## config.mk

```make
export PLATFORM = sky130hd
export DESIGN_NAME = reload_counter
export DESIGN_NICKNAME = d
export VERILOG_FILES = /design/src/rtl/reload_counter_pkg.sv /design/src/rtl/reload_prescaler.sv /design/src/rtl/reload_counter.sv
export SDC_FILE = /design/constraint.sdc
export NUM_CORES = 1
export LEC_CHECK = 0
export CAP_MARGIN = 20
export CORE_ASPECT_RATIO = 1.2
export CORE_UTILIZATION = 55
export DETAILED_ROUTE_END_ITERATION = 16
export DONT_BUFFER_PORTS = 1
export GPL_ROUTABILITY_DRIVEN = 0
export PLACE_DENSITY = 0.74
export SETUP_SLACK_MARGIN = 0.2
export SYNTH_ARGS = -nofsm -noshare
export SYNTH_HDL_FRONTEND = slang
export SYNTH_SLANG_ARGS = --single-unit
```

## constraint.sdc

```tcl
create_clock -name clk -period 2.8 [get_ports clk]
set_input_delay 0.56 -clock clk [delete_from_list [all_inputs] [get_ports clk]]
set_output_delay 0.56 -clock clk [all_outputs]
set_load 0.005 [all_outputs]
```

## src/rtl/reload_counter_pkg.sv

```systemverilog
// reload_counter_pkg: shared state encoding and direction constants for reload_counter
package reload_counter_pkg;
  typedef enum logic {RUN = 1'b0, DONE = 1'b1} state_t;
  localparam logic DIR_UP = 1'b0;
  localparam logic DIR_DOWN = 1'b1;
endpackage

```

## src/rtl/reload_prescaler.sv

```systemverilog
// reload_prescaler: divides enabled cycles by PRESCALE, one-cycle step on the last phase
module reload_prescaler #(
  parameter int PRESCALE = 4
) (
  input  logic clk,
  input  logic reset,
  input  logic en_i,
  input  logic clr_i,
  output logic step_o
);
  localparam int PW = PRESCALE > 1 ? $clog2(PRESCALE) : 1;
  logic [PW-1:0] cnt_q;
  assign step_o = en_i && (cnt_q == PW'(PRESCALE - 1));
  always_ff @(posedge clk or posedge reset)
    if (reset) cnt_q <= '0;
    else if (clr_i) cnt_q <= '0;
    else if (en_i) cnt_q <= step_o ? '0 : cnt_q + 1'b1;
endmodule

```

## src/rtl/reload_counter.sv

```systemverilog
// reload_counter: up/down counter reloading from the last loaded value; RELOAD_CNT_PRESCALE_EN adds a prescaler
module reload_counter
  import reload_counter_pkg::*;
#(
  parameter int WIDTH = 8,
  parameter int PRESCALE = 4
) (
  input  logic             clk,
  input  logic             reset,
  input  logic             en_i,
  input  logic             load_i,
  input  logic [WIDTH-1:0] load_val_i,
  input  logic             dir_i,
  input  logic             oneshot_i,
  output logic [WIDTH-1:0] count_o,
  output logic             tc_o,
  output logic             done_o
);
  logic [WIDTH-1:0] count_q, rld_q, count_d, term;
  state_t state_q, state_d;
  logic tc_q, step, adv, at_term;
`ifdef RELOAD_CNT_PRESCALE_EN
  reload_prescaler #(.PRESCALE(PRESCALE)) u_prescaler (
    .clk    (clk),
    .reset  (reset),
    .en_i   (en_i && state_q == RUN),
    .clr_i  (load_i),
    .step_o (step)
  );
`else
  localparam int unused_prescale = PRESCALE;
  assign step = en_i;
`endif
  always_comb begin
    term = (dir_i == DIR_DOWN) ? '0 : '1;
    at_term = count_q == term;
    adv = step && state_q == RUN;
    count_d = load_i ? load_val_i :
              !adv ? count_q :
              at_term ? (oneshot_i ? count_q : rld_q) :
              (dir_i == DIR_DOWN) ? count_q - 1'b1 : count_q + 1'b1;
    state_d = load_i ? RUN : (adv && at_term && oneshot_i) ? DONE : state_q;
  end
  always_ff @(posedge clk or posedge reset)
    if (reset) begin
      count_q <= '0;
      rld_q <= '0;
      state_q <= RUN;
      tc_q <= 1'b0;
    end else begin
      count_q <= count_d;
      rld_q <= load_i ? load_val_i : rld_q;
      state_q <= state_d;
      tc_q <= !load_i && adv && at_term;
    end
  assign count_o = count_q;
  assign tc_o = tc_q;
  assign done_o = state_q == DONE;
endmodule

```

# Word-level counts from Yosys, hierarchy flattened
# Index checks and enable logic that the tools add are counted.
word_totals:
  output_inout_bits: 10
  memories: 0
  latch_bits: 0
  elab_cells: 26
  ramBits: 0
  in_bits: 14
  regBits: 18
  romBits: 0
op_classes:
  div: 0
  add_sub_neg: 2
  multipliers: 0
  n_reduce_logical: 9
  shift: 0
  muxes: 8
  n_eq_ne: 2
  n_bitwise: 1
  magnitude_cmp: 0
ops:
  columns: ["cell", "count"]
  rows:
  - ["two-way mux 8 bit", 6]
  - ["adder 8 x 1 -> 8 bit, second input constant", 1]
  - ["== test 8 bit", 1]
  - ["subtractor 8 x 1 -> 8 bit, second input constant", 1]
  - ["logical AND 1 bit", 5]
  - ["nonzero test 2 bit", 2]
  - ["!= test 3 bit, second input constant", 1]
  - ["two-way mux 1 bit", 2]
  - ["AND reduction 2 bit", 1]
  - ["zero test 1 bit", 1]
  - ["inverter 1 bit", 1]

# Logic depth before layout (Yosys ltp)
depth:
  depth_word: 6
  depth_mapped: 8
  depth_no_buf: 8

# Least setup slack after synthesis
# Ideal clock, no wire load.
synth_timing:
  path_type: "input to register"
  startpoint: "in dir_i"
  endpoint: "reg count_q[7] (netlist: count_o[7])"
  path_slack_ps: 595
  setup_ps: 125
  required_ps: 2675
  arrival_time_ps: 2079
  stages: 8
  n_path_buf: 1
  path_cell_list: "ha_1 -> nand4_1 -> a211oi_4 -> a21oi_2 -> or2_0 -> clkbuf_1 -> o221ai_1 -> nor3_2"
synth_via:
  elab_chain_len: 5
  word_cells_on_any_way: 8
  cone_classes: "eq/ne (2); mux (5); reduce/logical (1)"
synth_lines:
  columns: ["item", "line", "source"]
  rows:
  - ["start: declaration", "reload_counter.sv:13", "input logic dir_i,"]
  - ["two-way mux 8 bit", "reload_counter.sv:35", "term = (dir_i == DIR_DOWN) ? '0 : '1;"]
  - ["== test 8 bit", "reload_counter.sv:36", "at_term = count_q == term;"]
  - ["two-way mux 8 bit", "reload_counter.sv:40", "at_term ? (oneshot_i ? count_q : rld_q) :"]
  - ["two-way mux 8 bit", "reload_counter.sv:39", "!adv ? count_q :"]
  - ["two-way mux 8 bit", "reload_counter.sv:38", "count_d = load_i ? load_val_i :"]
  - ["end signal: assignment", "reload_counter.sv:51", "count_q <= count_d;"]
  - ["end: declaration", "reload_counter.sv:19", "logic [WIDTH-1:0] count_q, rld_q, count_d, term;"]
# Parallel ways exist; a longest one is shown, timed or not. The select of a mux whose other input is x is not followed.
# A chain may end at the register's enable or synchronous reset.

# Worst setup path in the final report
layout_timing:
  startpoint: "reg count_q[5] (netlist: count_o[5])"
  endpoint: "reg count_q[7] (netlist: count_o[7])"
layout_via:
  elab_chain_len: 5
  word_cells_on_any_way: 9
  cone_classes: "add/sub (2); eq/ne (2); mux (4); reduce/logical (1)"
layout_lines:
  columns: ["item", "line", "source"]
  rows:
  - ["adder 8 x 1 -> 8 bit / subtractor 8 x 1 -> 8 bit (equally long branches)", "reload_counter.sv:41", "(dir_i == DIR_DOWN) ? count_q - 1'b1 : count_q + 1'b1;"]
  - ["two-way mux 8 bit", "reload_counter.sv:41", null]
  - ["two-way mux 8 bit", "reload_counter.sv:40", null]
  - ["two-way mux 8 bit", "reload_counter.sv:39", null]
  - ["two-way mux 8 bit", "reload_counter.sv:38", null]
# Parallel ways exist; a longest one is shown, timed or not. The select of a mux whose other input is x is not followed.

==> results.cfg <==
[clock_tree]
postCtsSetupBuffers = 0
root_buffer = clkbuf_4
clock_path_buffers = 2
cts-hold-fix-buffers = 0
clkSlewWorstSetupHoldPaths_ns = 0.10
cts_tree = built
cts_htree_levels = 1
clock_sinks = 18
ctsResizeCount = 0
clk_latency_ns = 0.28
numCtsBuffers = 3

[timing]
finalCriticalPeriod_ns = 2.28
finalSetupTns_ns = 0
slew_violations = 0
hold_ws_ns = 0.253
finalCritPeriodShare_pct = 81.6
clock_skew_ns = 0.00568
max_freq_mhz = 438
finalHoldViolCount = 0
setup_viol = 0
tightest_slew_ns = 0.677
maxSlewHeadroom_pct = 54.8
rsz0062_at_grt = false

[worst_setup_path]
r2r_start = count_o[5]
critPathMaxFanout = 8
crit_arrival_ns = 2.46
start_kind = flip-flop
worstSetupPathType = flip-flop to flip-flop
end_kind = flip-flop
startpoint = count_o[5]
worst-r2r-setup-slack_ns = 0.52
cp.required_ns = 2.97

[detailed_routing]
dr.first_iter.drc_count = 21
wl_per_cell_um = 15.8
drt_wl_total_um = 2210
drc_errors = 0
avgViaCountPerCell = 6.07
vias = 850
ant_nets = 0
dr.pass1.iters = 4

[logic_synthesis]
avgSynthCellArea_um2 = 9.44
syn_nets = 144
ys_seq_area_share_pct = 38.8
synth_edf_count = 0
netlist_area_um2 = 1160
synthDistinctLibCells = 37
async_reset_ff_share_pct = 100
synth_cells = 123
synthesis.yosys.warnings = 0
synthFlopType = dfrtp_1
ys_ff_latch = 18

[flow_run]
max_cap_violations = 0

[power_and_ir_drop]
powerDensity_nw_per_um2 = 593
ir_worst_vdd_mv = 0.395
leakage_uw = 0.000508
total_power_uw = 707

[final_layout]
drive_gt1_share_pct = 11.6
area.growth.synth_to_final_pct = 2.59
fin_cells = 140
num-nets-final = 144
diodes = 0
post-route-util_pct = 62.2

[floorplan]
die_h_um = 52.3
initial_core_util_pct = 60.7
dieArea_um2 = 2300
fp.coreArea_um2 = 1910
core.rowCount = 17
ioPinCount = 24
fp.dieW_um = 43.9

[place]
post-dp-hpwl_um = 1720
io_buffers = 0
placed_cells = 137

[global_routing]
antenna_found_initial = 0
grtUsageTotal_pct = 22.6
grt_pass1_vias = 855
grt_max_degree = 29
grt_overflow_total = 0
grt_first_pass_wirelength_um = 3710

[min_path]
hold_path_class = input pin to asynchronous set/reset pin

[outcome]
outcome = finished, final reports clean
-- critical path: stages (launching register included) --
cell and delay (ns):
dfrtp_1 0.44, ha_1 0.38, nand4_1 0.18, a211oi_4 0.41, a21oi_2 0.13, or2_0 0.32
o221ai_1 0.26, nor3_2 0.05
-- routing by layer --
metal	vias up	part of all wire [%]	global-route usage, %
met4	0	0.77	9.09
met1	390	45	29.0
met2	21	50	37.8
li1	437	-	-
met3	2	4.1	3.45
met5	-	0	0
-- logic make-up (layout without fill, tap and decap cells) --
family / Yosys count / in the layout / synth area share [%]
compound gates: 33 / 33 / 19.7
buf+inv: 13 / 11 / 4.31
fa+ha+maj: 7 / 7 / 8.19
flops: 18 / 18 / 38.8
simple gates: 40 / 40 / 18.8
xor+xnor: 6 / 6 / 4.53
mux: 6 / 6 / 5.71
-- where the power goes --
group          internal [µW]  switching, µW  total, µW
sequential               296           41.9        338
clock                   49.9           73.6        124
combinational            114            131        245
total                    460            247        707
-- metrics by stage --
| step | area [µm²] | setup WS (ns) |
|---|---|---|
| global placement | 1170 | 0.480 |
| detailed placement | 1170 | 0.374 |
| global route | 1190 | 0.341 |
| CTS | 1190 | 0.489 |
| finish | 1190 | 0.515 |
| floorplan | 1160 | 0.595 |
-- layout by cell type, fill, tap and decap left out, types with 3 or more instances in the layout --
master / netlist / final
nor2_1: 7 / 7
o21ai_0: 9 / 9
clkbuf_4: 0 / 3
nand2_1: 9 / 9
dfrtp_1: 18 / 18
a21oi_1: 7 / 7
xnor2_1: 3 / 3
mux2_2: 5 / 5
inv_1: 7 / 7
nand2b_1: 6 / 6
xor2_1: 3 / 3
nor3_1: 4 / 4
o221ai_1: 3 / 3
ha_1: 6 / 6
-- worst paths after layout --
| path | endpoint | depth (start not counted) |
|---|---|---|
| worst max-delay path | count_o[7] | 7 |
| worst min-delay path | count_o[5] | 1 |
| worst max register to register | count_o[7] | 7 |
| worst min register to register | rld_q[6] | 1 |
| max in group asynchronous | count_o[4] | 1 |
| min in group clk | tc_o | 1 |
-- sequential cells by signal, indices dropped and copies added, names as in the netlist --
signal,cells
count_o,8
done_o,1
rld_q,8
tc_o,1
-- cell type report --
class	count	area, µm²
clock buffer	3	22.5
fill	168	723
inverter	7	26.3
multi-input combinational	92	661
sequential	18	450
tap	19	23.8
timing repair buffer	1	7.51
-- cell usage after synthesis, types with 2 or more instances --
cell | number | area share (%)
or2_0 | 2 | 1.1
dfrtp_1 | 18 | 39
nand2_1 | 9 | 2.9
inv_1 | 7 | 2.3
clkbuf_1 | 5 | 1.6
a211oi_1 | 2 | 1.3
a21o_1 | 2 | 1.3
nand2b_1 | 6 | 3.2
o31ai_1 | 2 | 1.3
mux2_2 | 5 | 4.8
nor2_1 | 7 | 2.3
o221ai_1 | 3 | 2.3
a31oi_1 | 2 | 1.1
nor3_1 | 4 | 1.7
xnor2_1 | 3 | 2.3
xor2_1 | 3 | 2.3
o21ai_0 | 9 | 3.9
nand3b_1 | 2 | 1.3
ha_1 | 6 | 6.5
a21oi_1 | 7 | 3.0
nor2b_1 | 2 | 1.1
nor3b_1 | 2 | 1.3
Power figures use the tool's default switching activity.
